**src/rtl/health_pkg.sv**
```systemverilog
// Shared types and default parameters for the player health controller.
package health_pkg;

    localparam int HEART_W = 2;

    localparam int DEFAULT_MAX_HEARTS    = 3;
    localparam int DEFAULT_INVULN_FRAMES = 90;
    localparam int DEFAULT_BLINK_FRAMES  = 8;

    typedef enum logic [1:0] {
        ALIVE  = 2'd0,
        INVULN = 2'd1,
        DEAD   = 2'd2
    } state_t;

endpackage

```
**src/rtl/health_edge_rise.sv**
```systemverilog
// Registered rising-edge detector: one-cycle pulse the cycle after din first
// samples high. Reusable for button inputs.
module edge_rise (
    input  logic clk,
    input  logic reset,
    input  logic din,
    output logic rise
);

    logic din_d;

    // NOTE: sequential state uses non-blocking assignments so every flop
    // samples pre-edge values regardless of statement order.
    always_ff @(posedge clk) begin
        if (reset) begin
            din_d <= 1'b0;
            rise  <= 1'b0;
        end else begin
            din_d <= din;
            rise  <= din & ~din_d;
        end
    end

endmodule

```
**src/rtl/health_ctrl.sv**
```systemverilog
// Player health controller: saturating heart count, post-hit invulnerability
// with sprite blink, game-over flag, and a frame-synchronous heart count.
module health_ctrl
    import health_pkg::*;
#(
    parameter int MAX_HEARTS    = DEFAULT_MAX_HEARTS,
    parameter int INVULN_FRAMES = DEFAULT_INVULN_FRAMES,
    parameter int BLINK_FRAMES  = DEFAULT_BLINK_FRAMES
) (
    input  logic               clk,
    input  logic               reset,
    input  logic               frame_tick,
    input  logic               collision,
    input  logic               heal,
    input  logic               restart,
    output logic [HEART_W-1:0] num_hearts,
    output logic               game_over,
    output logic               invuln,
    output logic               player_blink,
    output logic               hit_pulse
);

    localparam int INV_W = $clog2(INVULN_FRAMES + 1);
    localparam int BLK_W = (BLINK_FRAMES > 1) ? $clog2(BLINK_FRAMES) : 1;

    localparam logic [HEART_W-1:0] FULL      = HEART_W'(MAX_HEARTS);
    localparam logic [HEART_W-1:0] ONE_HEART = HEART_W'(1);
    localparam logic [INV_W-1:0]   INV_LOAD  = INV_W'(INVULN_FRAMES);
    localparam logic [INV_W-1:0]   INV_ONE   = INV_W'(1);
    localparam logic [BLK_W-1:0]   BLK_LAST  = BLK_W'(BLINK_FRAMES - 1);
    localparam logic [BLK_W-1:0]   BLK_ONE   = BLK_W'(1);

    state_t             state;
    logic [HEART_W-1:0] health;
    logic [INV_W-1:0]   inv_cnt;
    logic [BLK_W-1:0]   blink_cnt;
    logic               hit;

    edge_rise u_col_edge (
        .clk   (clk),
        .reset (reset),
        .din   (collision),
        .rise  (hit)
    );

    always_ff @(posedge clk) begin
        if (reset) begin
            state        <= ALIVE;
            health       <= FULL;
            num_hearts   <= FULL;
            inv_cnt      <= '0;
            blink_cnt    <= '0;
            game_over    <= 1'b0;
            invuln       <= 1'b0;
            player_blink <= 1'b0;
            hit_pulse    <= 1'b0;
        end else begin
            hit_pulse <= 1'b0;
            // Renderer only sees health changes at frame boundaries.
            if (frame_tick)
                num_hearts <= health;

            case (state)
                ALIVE: begin
                    if (hit) begin
                        hit_pulse <= 1'b1;
                        if (health > ONE_HEART) begin
                            health       <= health - ONE_HEART;
                            inv_cnt      <= INV_LOAD;
                            blink_cnt    <= '0;
                            player_blink <= 1'b1;
                            invuln       <= 1'b1;
                            state        <= INVULN;
                        end else begin
                            // Fatal hit bypasses the frame-synchronous update.
                            health     <= '0;
                            num_hearts <= '0;
                            game_over  <= 1'b1;
                            state      <= DEAD;
                        end
                    end else if (heal && health < FULL) begin
                        health <= health + ONE_HEART;
                    end
                end

                INVULN: begin
                    if (heal && health < FULL)
                        health <= health + ONE_HEART;
                    if (frame_tick) begin
                        inv_cnt <= inv_cnt - INV_ONE;
                        if (inv_cnt == INV_ONE) begin
                            invuln       <= 1'b0;
                            player_blink <= 1'b0;
                            state        <= ALIVE;
                        end else if (blink_cnt == BLK_LAST) begin
                            blink_cnt    <= '0;
                            player_blink <= ~player_blink;
                        end else begin
                            blink_cnt <= blink_cnt + BLK_ONE;
                        end
                    end
                end

                DEAD: begin
                    if (restart) begin
                        health    <= FULL;
                        game_over <= 1'b0;
                        state     <= ALIVE;
                    end
                end

                default: state <= ALIVE;
            endcase
        end
    end

endmodule
```
**config.mk**
```make
export PLATFORM = sky130hd
export DESIGN_NAME = health_ctrl
export DESIGN_NICKNAME = d
export VERILOG_FILES = /design/src/rtl/health_pkg.sv /design/src/rtl/health_edge_rise.sv /design/src/rtl/health_ctrl.sv
export SDC_FILE = /design/constraint.sdc
export NUM_CORES = 1
export LEC_CHECK = 0
export ABC_AREA = 0
export CORE_MARGIN = 2
export CORE_UTILIZATION = 30
export DETAILED_ROUTE_END_ITERATION = 6
export GPL_TIMING_DRIVEN = 0
export PLACE_DENSITY = 0.51
export SLEW_MARGIN = 10
export SYNTH_ARGS = -nofsm -noshare
export SYNTH_HDL_FRONTEND = slang
export SYNTH_SLANG_ARGS = --single-unit
```
**constraint.sdc**
```tcl
create_clock -name clk -period 5.26 [get_ports clk]
set_input_delay 0.526 -clock clk [delete_from_list [all_inputs] [get_ports clk]]
set_output_delay 0.526 -clock clk [all_outputs]
set_load 0.02 [all_outputs]
```
==> metrics.md <==
| Metric | Value |
|---|---|
| Worst EP required | `5430 ps` |
| Ys flop type | `dfxtp_1` |
| Sw Ratio | `0.399` |
| Sequential fraction of the synthesis area | `0.359` |
| Wirelength per Cell | `13.1 um` |
| Syn avg cell area | `8.52 um^2` |
| Clk slew on worst S/H paths | `80 ps` |
| Post-CTS Resized | `0` |
| Die Width | `67.9 um` |
| CP max stage delay | `590 ps` |
| Met2 routed WL | `~1.4 mm` |
| Synth top area share | `0.359` |
| Global-route wire length before repair | `4.83 mm` |
| Final ANT Viol Nets | `0` |
| Critical path fanouts, max | `10` |
| Ant diodes | `0` |
| Logic pwr share | `0.460` |
| Hold path cells | `1` |
| Setup crit end kind | `flop` |
| Slew margin rel. | `0.553` |
| PnR worst setup slack | `3140 ps` |
| Syn Inst Count | `roughly 140` |
| Clock latency on the worst-skew pair | `260 ps` |
| I/O pins | `12` |
| Filler instances | `420` |
| Period utilization | `0.404` |
| Core Area | `between 3000 and 4000 um^2` |
| Min-Delay Endpoint | `u_col_edge.rise` |
| Max clock buf depth | `2` |
| Met3 wire len | `31 um` |
| Synth Cell Area | `1230 um^2` |
| Internal power | `452 uW` |
| Critical Path AT | `around 2300 ps` |
| Grt ovf | `0` |
| DRC | `0` |
| Peak VDD IR | `0.000205 V` |
| Leak pwr | `0.000582 uW` |
| DR pass1 iterations | `4` |
| Final setup violation count | `0` |
| R2R Path End | `blink_cnt[2]` |
| Final setup TNS | `0 ps` |
| Vias in the first global route | `1070` |
| DP HPWL | `between 2 and 2.5 mm` |
| Seq pwr share | `0.326` |
| Worst setup SP type | `flop` |
| FF-to-FF path depth | `6` |
| Vias/cell | `5.21` |
| Max Fclk | `about 470 MHz` |
| Setup WS pre-CTS | `between 2000 and 3000 ps` |
| Clk pwr share | `0.214` |
| Gr usage total | `0.137` |
| Number of CTS-inserted buffers | `3` |
| Hold slack | `392 ps` |
| Hold Path Class | `flop to flop` |
| DRT met1 WL | `roughly 1.3 mm` |
| RSZ-0062 raised after global routing | `false` |
| Slowest stage cell, crit path | `a21oi_1` |
| Final hold vios | `0` |
| Total Die Area | `about 4600 um^2` |
| CTS Hold Buffers Added | `0` |
| Kind of critical path | `flop to flop` |
| CTS root buf | `clkbuf_8` |
| Top cells by area, synth | `dfxtp_1 36%, ha_1 11%, a21oi_1 6.9%` |
| Async SR Flop Fraction | `0` |
| NumNets Final | `between 150 and 200` |
| Synth Warn # | `0` |
| Slew Viols, Final | `0` |
| Switch Pwr | `300 uW` |
| Initial antenna violation count | `0` |
| Share of cells above drive strength 1 | `0.0503` |
| Routed WL | `2.75 mm` |
| CTS H-Tree Depth | `1` |
| Cell variety after synth | `36` |
| Cell Rows | `23` |
| Area grow syn2layout | `19.9%` |
| #FFs+latches synth | `22` |
| Uppermost layer routed | `met4` |
| Via count | `~1100` |
| Period minus WS final | `2120 ps` |
| Height of the die | `67.9 um` |
| Synth Net Count | `161` |
| Routability cong. | `0.796` |
| Max-Cap Viols | `0` |
| Worst reg2reg startpoint | `health[1]` |
| Top delay family on crit path | `compound AO/OA/AOI/OAI gates` |
| Post-synth EDFFs | `0` |
| # port buffers | `11` |
| Sink Count | `22` |
| Setup bufs post-CTS | `0` |
| Final Skew | `1.44 ps` |
| Hold path start | `u_col_edge.din_d` |
| Area leader, netlist | `dfxtp_1` |
| Largest net degree at the start of global routing | `14` |
| Starting Density | `0.309` |
| Worst R2R Setup Slack | `between 3000 and 4000 ps` |
| Worst Tran Pin Value | `671 ps` |
| Outcome | `finished, final reports clean` |
| Worst-path cell chain | `inv_1 -> ha_1 -> nand3b_1 -> a21oi_1 -> nand3_1 -> o32ai_1` |
| DR iter-0 viols | `79` |
| CTS tree | `built` |
| Power per cell area | `between 500 and 600 nW/um^2` |
| Crit path buffers/inverters | `1` |
worst max path at each step:
| stage | from | end | slack (ps) | cells past startpoint |
|---|---|---|---|---|
| finish | health[1] | blink_cnt[2] | 3140 | 6 |
| global route | health[1] | blink_cnt[2] | 2830 | 6 |
| CTS | health[1] | blink_cnt[2] | 3150 | 6 |
| detailed placement | frame_tick | blink_cnt[2] | 2910 | 5 |
| global placement | frame_tick | blink_cnt[1] | 2950 | 5 |
| floorplan | health[1] | inv_cnt[5] | 3550 | 6 |
layout make-up:
cell class                      count  area [um^2]  area share
Clock inverter                      1         30.0      0.0204
Clock buffer                        3         41.3      0.0281
Timing Repair Buffer               11          110      0.0749
Tap cell                           50         62.6      0.0426
Buffer                              4         16.3      0.0111
Multi-Input combinational cell    103          713       0.485
Sequential cell                    22          440       0.300
Inverter                           15         56.3      0.0383
power groups by stage:
stage / Clock [uW] / Combinational, uW / Sequential, uW
final: 161 / 346 / 245
after global placement: 0 / 337 / 248
after floorplan: 0 / 246 / 253
after global routing: 169 / 399 / 251
after CTS: 165 / 346 / 246
after detailed placement: 0 / 344 / 250
cells in the mapped netlist (all sizes together), types with 2 or more instances:
library cell  number
dfxtp             22
a21oi             17
inv               15
o21ai             12
ha                11
nand2              8
nor2               8
nand2b             5
mux2i              4
a311oi             3
clkbuf             3
nor2b              3
o31ai              3
o32ai              3
a31oi              2
nand3              2
nand3b             2
nor3               2
or3                2
or4                2
per-layer routing:
layer,GRT usage,vias to the layer above
li1,-,547
met1,0.169,530
met2,0.240,9
met3,0.0197,2
met4,0.0525,0
met5,0,-
cell families after synthesis:
family	after synthesis	synth area share
compound gates	48	0.246
mux	4	0.0327
buf+inv	19	0.0592
flops	22	0.359
fa+ha+maj	11	0.112
xor+xnor	1	0.00714
simple gates	39	0.184
sequential cells by signal, indices dropped and copies added (netlist names), 2 cells and up:
| signal | cells |
|---|---|
| health | 2 |
| num_hearts | 2 |
| blink_cnt | 3 |
| inv_cnt | 7 |
| state | 2 |
cells in the final DEF (no fill, tap or decap), types with 3 or more instances in the layout:
master,netlist,routed
ha_1,11,11
nand2_1,8,8
o21ai_0,12,12
nand2b_1,5,5
nor2b_1,3,3
o31ai_1,3,3
clkbuf_8,0,3
dfxtp_1,22,22
a21oi_1,17,17
a311oi_1,3,3
mux2i_1,4,4
nor2_1,8,8
inv_1,15,15
clkdlybuf4s50_1,0,11
o32ai_1,3,3
metrics by stage:
| stage | util | instances | power [uW] | instance area [um^2] |
|---|---|---|---|---|
| after floorplan | - | 144 | 499 | 1230 |
| after global placement | 0.352 | 205 | 584 | 1400 |
| after detailed placement | 0.352 | 205 | 594 | 1400 |
| after CTS | 0.370 | 209 | 757 | 1470 |
| after global routing | 0.370 | 209 | 819 | 1470 |
| final | 0.370 | 209 | 752 | 1470 |
Note: power is estimated with default switching activity, not from simulation.
==> RTL change 1 (same flow settings) <==
The package constant `HEART_W` goes from 2 to 4.
--- a/src/rtl/health_pkg.sv
+++ b/src/rtl/health_pkg.sv
@@ -1,7 +1,7 @@
 // Shared types and default parameters for the player health controller.
 package health_pkg;
 
-    localparam int HEART_W = 2;
+    localparam int HEART_W = 4;
 
     localparam int DEFAULT_MAX_HEARTS    = 3;
     localparam int DEFAULT_INVULN_FRAMES = 90;
Ports: changed (resized num_hearts); port bits go from 12 to 14. The function was not compared with the original's and may differ.
==> RTL change 1 against the unedited design <==
Final area up 23%. Utilization is 1.1 points lower. Total power is 4.2% lower. Sequential share of layout area decreased by 1.2 points. Synthesized area grew 26%. Worst setup slack improved by 0.059 ns. Wire length is 32% higher. Sequential cell count up 4. Worst hold slack better by 0.0020 ns. Critical endpoint is now num_hearts[2].
==> RTL change 1: results (changes against the unedited design) <==
{| class="wikitable"
! Metric !! Value
|-
| Final net count || 211 (was 177)
|-
| Worst setup skew after layout || 0.00233 ns (was 0.00144 ns)
|-
| Placement Setup Slack || 2.89 ns (was 2.91 ns)
|-
| Via count || 1324 (was 1088)
|-
| Maximum number of pins on one net before global-route repair || 15 (was 14)
|-
| Slowest library cell on the worst path || sky130_fd_sc_hd__clkdlybuf4s50_1 (was sky130_fd_sc_hd__a21oi_1)
|-
| Syn. warnings || 0 (unchanged)
|-
| IO buf count || 12 (was 11)
|-
| Wire length per cell || 13.8 um (was 13.1 um)
|-
| Worst slew margin relative to its limit || 59.3% (was 55.3%)
|-
| Critical Path AT || 2.20 ns (was 2.30 ns)
|-
| Synth Area in Adders || 8.88% (was 11.2%)
|-
| Mean instance size in the synthesized netlist || 8.76 um^2 (was 8.52 um^2)
|-
| List of most frequent post-synthesis cells || 26 x sky130_fd_sc_hd__dfxtp_1, 18 x sky130_fd_sc_hd__inv_1, 15 x sky130_fd_sc_hd__nand2_1 (was 22 x sky130_fd_sc_hd__dfxtp_1, 17 x sky130_fd_sc_hd__a21oi_1, 15 x sky130_fd_sc_hd__inv_1)
|-
| Number of violations reported at the end of detailed-routing iteration 0 || 85 (was 79)
|-
| Run status || completed (unchanged)
|-
| Routed wire length || 3.64 mm (was 2.75 mm)
|-
| Maximum vdd ir drop || 0.000143 V (was 0.000205 V)
|-
| Via count of the first global-routing pass || 1246 (was 1070)
|-
| Compound-cell area share of the yosys netlist || 25.0% (was 24.6%)
|-
| Top Registers || inv_cnt: 7 flops, health: 4 flops, num_hearts: 4 flops (was inv_cnt: 7 flops, blink_cnt: 3 flops)
|-
| Total global-route track usage || 14.2% (was 13.7%)
|-
| Fill cell total of the finished layout || 514 (was 420)
|-
| Register with the most flip-flops || inv_cnt (unchanged)
|-
| Syn_nets || 194 (was 161)
|-
| First-pass GRT wire length || 6.25 mm (was 4.83 mm)
|-
| Leakage || 0.690 nW (was 0.582 nW)
|-
| Number of antenna violations at the first check in global routing || 0 (unchanged)
|-
| Fraction of synthesized area in multiplexers || 3.87% (was 3.27%)
|-
| Fraction of layout instances using a drive strength above 1 || 9.84% (was 5.03%)
|-
| Antenna diode count || 0 (unchanged)
|-
| Synth Area in XOR/XNOR || 0.565% (was 0.714%)
|-
| Post-detailed-placement half-perimeter wirelength || 2.67 mm (was 2.14 mm)
|-
| Final RePlAce weighted congestion || 0.824 (was 0.796)
|-
| Portion of the post-synthesis area used by sequential elements || 33.6% (was 35.9%)
|-
| Netlist cell types || 50 (was 36)
|-
| Cell count after placement || 259 (was 205)
|-
| Synth top area cells || sky130_fd_sc_hd__dfxtp_1 34%, sky130_fd_sc_hd__ha_1 8.9%, sky130_fd_sc_hd__inv_1 4.4% (was sky130_fd_sc_hd__dfxtp_1 36%, sky130_fd_sc_hd__ha_1 11%, sky130_fd_sc_hd__a21oi_1 6.9%)
|}
RTL change 1: cell types whose count changed after synthesis, sizes merged, moves of 3 or more:
cell | unedited run | this run
a21oi | 17 | 5
nand2 | 8 | 15
nor3 | 2 | 8
dfxtp | 22 | 26
nor2 | 8 | 12
a211oi | 0 | 3
a221oi | 0 | 3
inv | 15 | 18
o21ai | 12 | 9
RTL change 1: metrics by stage:
step	instance area (um^2)	hold WS, ns	util, %	total power, mW
after floorplan	1550	0.367	-	0.509
after global placement	1760	0.372	34.9	0.594
after detailed placement	1760	0.383	34.9	0.591
after CTS	1810	0.397	36.0	0.727
after global routing	1810	0.405	36.0	0.785
final	1810	0.394	36.0	0.720
RTL change 1: cell type report:
class / instances / share of cell area, %
Inverter: 18 / 3.73
Clock buffer: 4 / 3.04
Buffer: 7 / 1.59
Sequential cell: 26 / 28.7
Timing Repair Buffer: 12 / 6.63
Tap cell: 70 / 4.83
Multi-Input combinational cell: 126 / 51.5
RTL change 1: cells by family after synthesis:
logic type / Yosys count
and+or+nand+nor: 59
AOI/OAI and AO/OA: 49
DFF: 26
buffers and inverters: 25
adders and majority gates: 11
muxes: 6
xor gates and xnor gates: 1
RTL change 1: critical path, delay by kind of cell:
family	cells	cell delay [ns]
buf+inv	3	1.53
simple gates	1	0.13
RTL change 1: worst paths after layout:
| kind | startpoint | end | slack (ns) | cells after the start |
|---|---|---|---|---|
| max | reset | num_hearts[2] | 3.20 | 4 |
| min | u_col_edge.din_d | u_col_edge.rise | 0.39 | 1 |
| max reg2reg | health[0] | inv_cnt[5] | 3.27 | 6 |
| min reg2reg | u_col_edge.din_d | u_col_edge.rise | 0.39 | 1 |
RTL change 1: power breakdown:
group | internal [mW] | switching [mW]
Clock | 0.0670 | 0.0636
Combinational | 0.134 | 0.191
Sequential | 0.229 | 0.0347
RTL change 1: layer usage:
metal	up-vias	share of wire [%]	track usage, %
met5	-	0	0
met4	0	0.99	4.09
met3	4	3.4	1.72
met2	19	44	22.2
met1	613	51	20.5
li1	688	-	-
==> RTL change 2 (config.mk and constraints unchanged) <==
Made on the original files. Make the reset (`reset`) asynchronous in 2 clocked blocks.
--- a/src/rtl/health_edge_rise.sv
+++ b/src/rtl/health_edge_rise.sv
@@ -11,7 +11,7 @@
 
     // NOTE: sequential state uses non-blocking assignments so every flop
     // samples pre-edge values regardless of statement order.
-    always_ff @(posedge clk) begin
+    always_ff @(posedge clk or posedge reset) begin
         if (reset) begin
             din_d <= 1'b0;
             rise  <= 1'b0;
--- a/src/rtl/health_ctrl.sv
+++ b/src/rtl/health_ctrl.sv
@@ -43,7 +43,7 @@
         .rise  (hit)
     );
 
-    always_ff @(posedge clk) begin
+    always_ff @(posedge clk or posedge reset) begin
         if (reset) begin
             state        <= ALIVE;
             health       <= FULL;
Function: differs if reset is asserted again (counterexample within 4 cycles, from zero or initial values and one cycle with reset high); with reset held inactive, the same outputs for 10 cycles.
==> RTL change 2 against the unedited design <==
Synthesized area increased by 9.2%. Total power increased by 9.8%. Sequential share of layout area increased by 5.1 points. Worst setup slack improved by 0.023 ns. Wire length decreased by 4.2%. Sequential cell count unchanged. Final area increased by 7.8%. Utilization decreased by 0.36 points. Highest routed layer unchanged.
==> RTL change 2: results (changes against the unedited design) <==
{| class="wikitable"
! Metric !! Value
|-
| Synth Area in Adders || 10.3% (was 11.2%)
|-
| Routed wire length || 2.63 mm (was 2.75 mm)
|-
| Placed Area || 1510 um^2 (was 1400 um^2)
|-
| Top Registers || inv_cnt: 7 flops, blink_cnt: 3 flops (unchanged)
|-
| Routing usage on met2 || 20.1% (was 24.0%)
|-
| Portion of the post-synthesis area used by sequential elements || 41.5% (was 35.9%)
|-
| Synth top area cells || sky130_fd_sc_hd__dfrtp_1 34%, sky130_fd_sc_hd__ha_1 10%, sky130_fd_sc_hd__dfstp_2 7.9% (was sky130_fd_sc_hd__dfxtp_1 36%, sky130_fd_sc_hd__ha_1 11%, sky130_fd_sc_hd__a21oi_1 6.9%)
|-
| Detailed route wirelength on metal2 || 1.23 mm (was 1.40 mm)
|-
| Maximum net fanout on the critical path || 9 (was 10)
|-
| Fraction of synthesized area in multiplexers || 5.98% (was 3.27%)
|-
| Worst slew margin relative to its limit || 42.5% (was 55.3%)
|-
| Via count of the first global-routing pass || 1056 (was 1070)
|-
| Synth Area in XOR/XNOR || 2.62% (was 0.714%)
|-
| Maximum vdd ir drop || 0.000237 V (was 0.000205 V)
|-
| Maximum number of pins on one net before global-route repair || 23 (was 14)
|-
| Delay of the slowest cell on the worst path || 0.62 ns (was 0.59 ns)
|-
| Via count || 996 (was 1088)
|-
| Syn_nets || 154 (was 161)
|-
| Leakage || 0.700 nW (was 0.582 nW)
|-
| Worst setup skew after layout || 0.00660 ns (was 0.00144 ns)
|-
| Met1 global-route usage || 15.3% (was 16.9%)
|-
| Async set or reset register ratio after synthesis || 100% (was 0%)
|-
| Non-filler cells, final || 204 (was 209)
|-
| Slowest library cell on the worst path || sky130_fd_sc_hd__dfstp_2 (was sky130_fd_sc_hd__a21oi_1)
|-
| First-pass GRT wire length || 4.80 mm (was 4.83 mm)
|-
| Run status || completed (unchanged)
|-
| Met3 WL || 60 um (was 31 um)
|-
| Total global-route track usage || 12.1% (was 13.7%)
|-
| Number of violations reported at the end of detailed-routing iteration 0 || 40 (was 79)
|-
| Met1 WL || 1.29 mm (about the same)
|-
| Clock insertion delay at the later pin of the skew report || 0.27 ns
|-
| Post-detailed-placement half-perimeter wirelength || 1.99 mm (was 2.14 mm)
|-
| Global routing usage on met3 || 2.14% (was 1.97%)
|-
| Fraction of layout instances using a drive strength above 1 || 11.2% (was 5.03%)
|-
| Placement Setup Slack || 2.98 ns (was 2.91 ns)
|-
| Final RePlAce weighted congestion || 0.812 (was 0.796)
|-
| List of most frequent post-synthesis cells || 18 x sky130_fd_sc_hd__dfrtp_1, 14 x sky130_fd_sc_hd__nand2_1, 12 x sky130_fd_sc_hd__inv_1, 12 x sky130_fd_sc_hd__nor2_1, 11 x sky130_fd_sc_hd__ha_1 (was 22 x sky130_fd_sc_hd__dfxtp_1, 17 x sky130_fd_sc_hd__a21oi_1, 15 x sky130_fd_sc_hd__inv_1)
|-
| Final net count || 170 (was 177)
|-
| Number of instances in the synthesized netlist || 137 (was 144)
|}
==> RTL change 2: changes by cell type after synthesis, moves of 4 or more <==
cell | before | now
sky130_fd_sc_hd__dfxtp_1 | 22 | 0
sky130_fd_sc_hd__dfrtp_1 | 0 | 18
sky130_fd_sc_hd__a21oi_1 | 17 | 2
sky130_fd_sc_hd__o21ai_0 | 12 | 2
sky130_fd_sc_hd__nand2_1 | 8 | 14
sky130_fd_sc_hd__dfstp_2 | 0 | 4
sky130_fd_sc_hd__mux2i_1 | 4 | 8
sky130_fd_sc_hd__nor2_1 | 8 | 12
==> RTL change 2: report_power, final <==
part | switching [mW] | leakage, nW | internal (mW)
Clock | 0.0594 | 0.0357 | 0.102
Combinational | 0.212 | 0.408 | 0.170
Sequential | 0.0489 | 0.257 | 0.234
Total | 0.320 | 0.700 | 0.506
==> RTL change 2: area by class of cell <==
cell class	count	area (um^2)
Buffer	4	17.5
Clock buffer	3	41.3
Clock inverter	1	30.0
Fill cell	450	2740
Inverter	12	45.0
Multi-Input combinational cell	99	721
Sequential cell	22	556
Tap cell	52	65.1
Timing Repair Buffer	11	110
==> RTL change 2: path summary, 6_finish.rpt <==
path / start / to / slack, ns / cells past startpoint
max: health[1] / inv_cnt[4] / 3.16 / 6
min in group asynchronous: reset / game_over / 0.73 / 2
min: u_col_edge.din_d / u_col_edge.rise / 0.40 / 1
min reg2reg: u_col_edge.din_d / u_col_edge.rise / 0.40 / 1
max reg2reg: health[1] / inv_cnt[4] / 3.16 / 6
max in group asynchronous: reset / inv_cnt[3] / 4.00 / 2
==> RTL change 2: worst max-delay path, delay by kind of cell (launching register included) <==
family / cells / cell delay, ns
DFF: 1 / 0.62
and+or+nand+nor: 2 / 0.40
AOI/OAI and AO/OA: 2 / 0.69
adders and majority gates: 1 / 0.22
buffers and inverters: 1 / 0.08
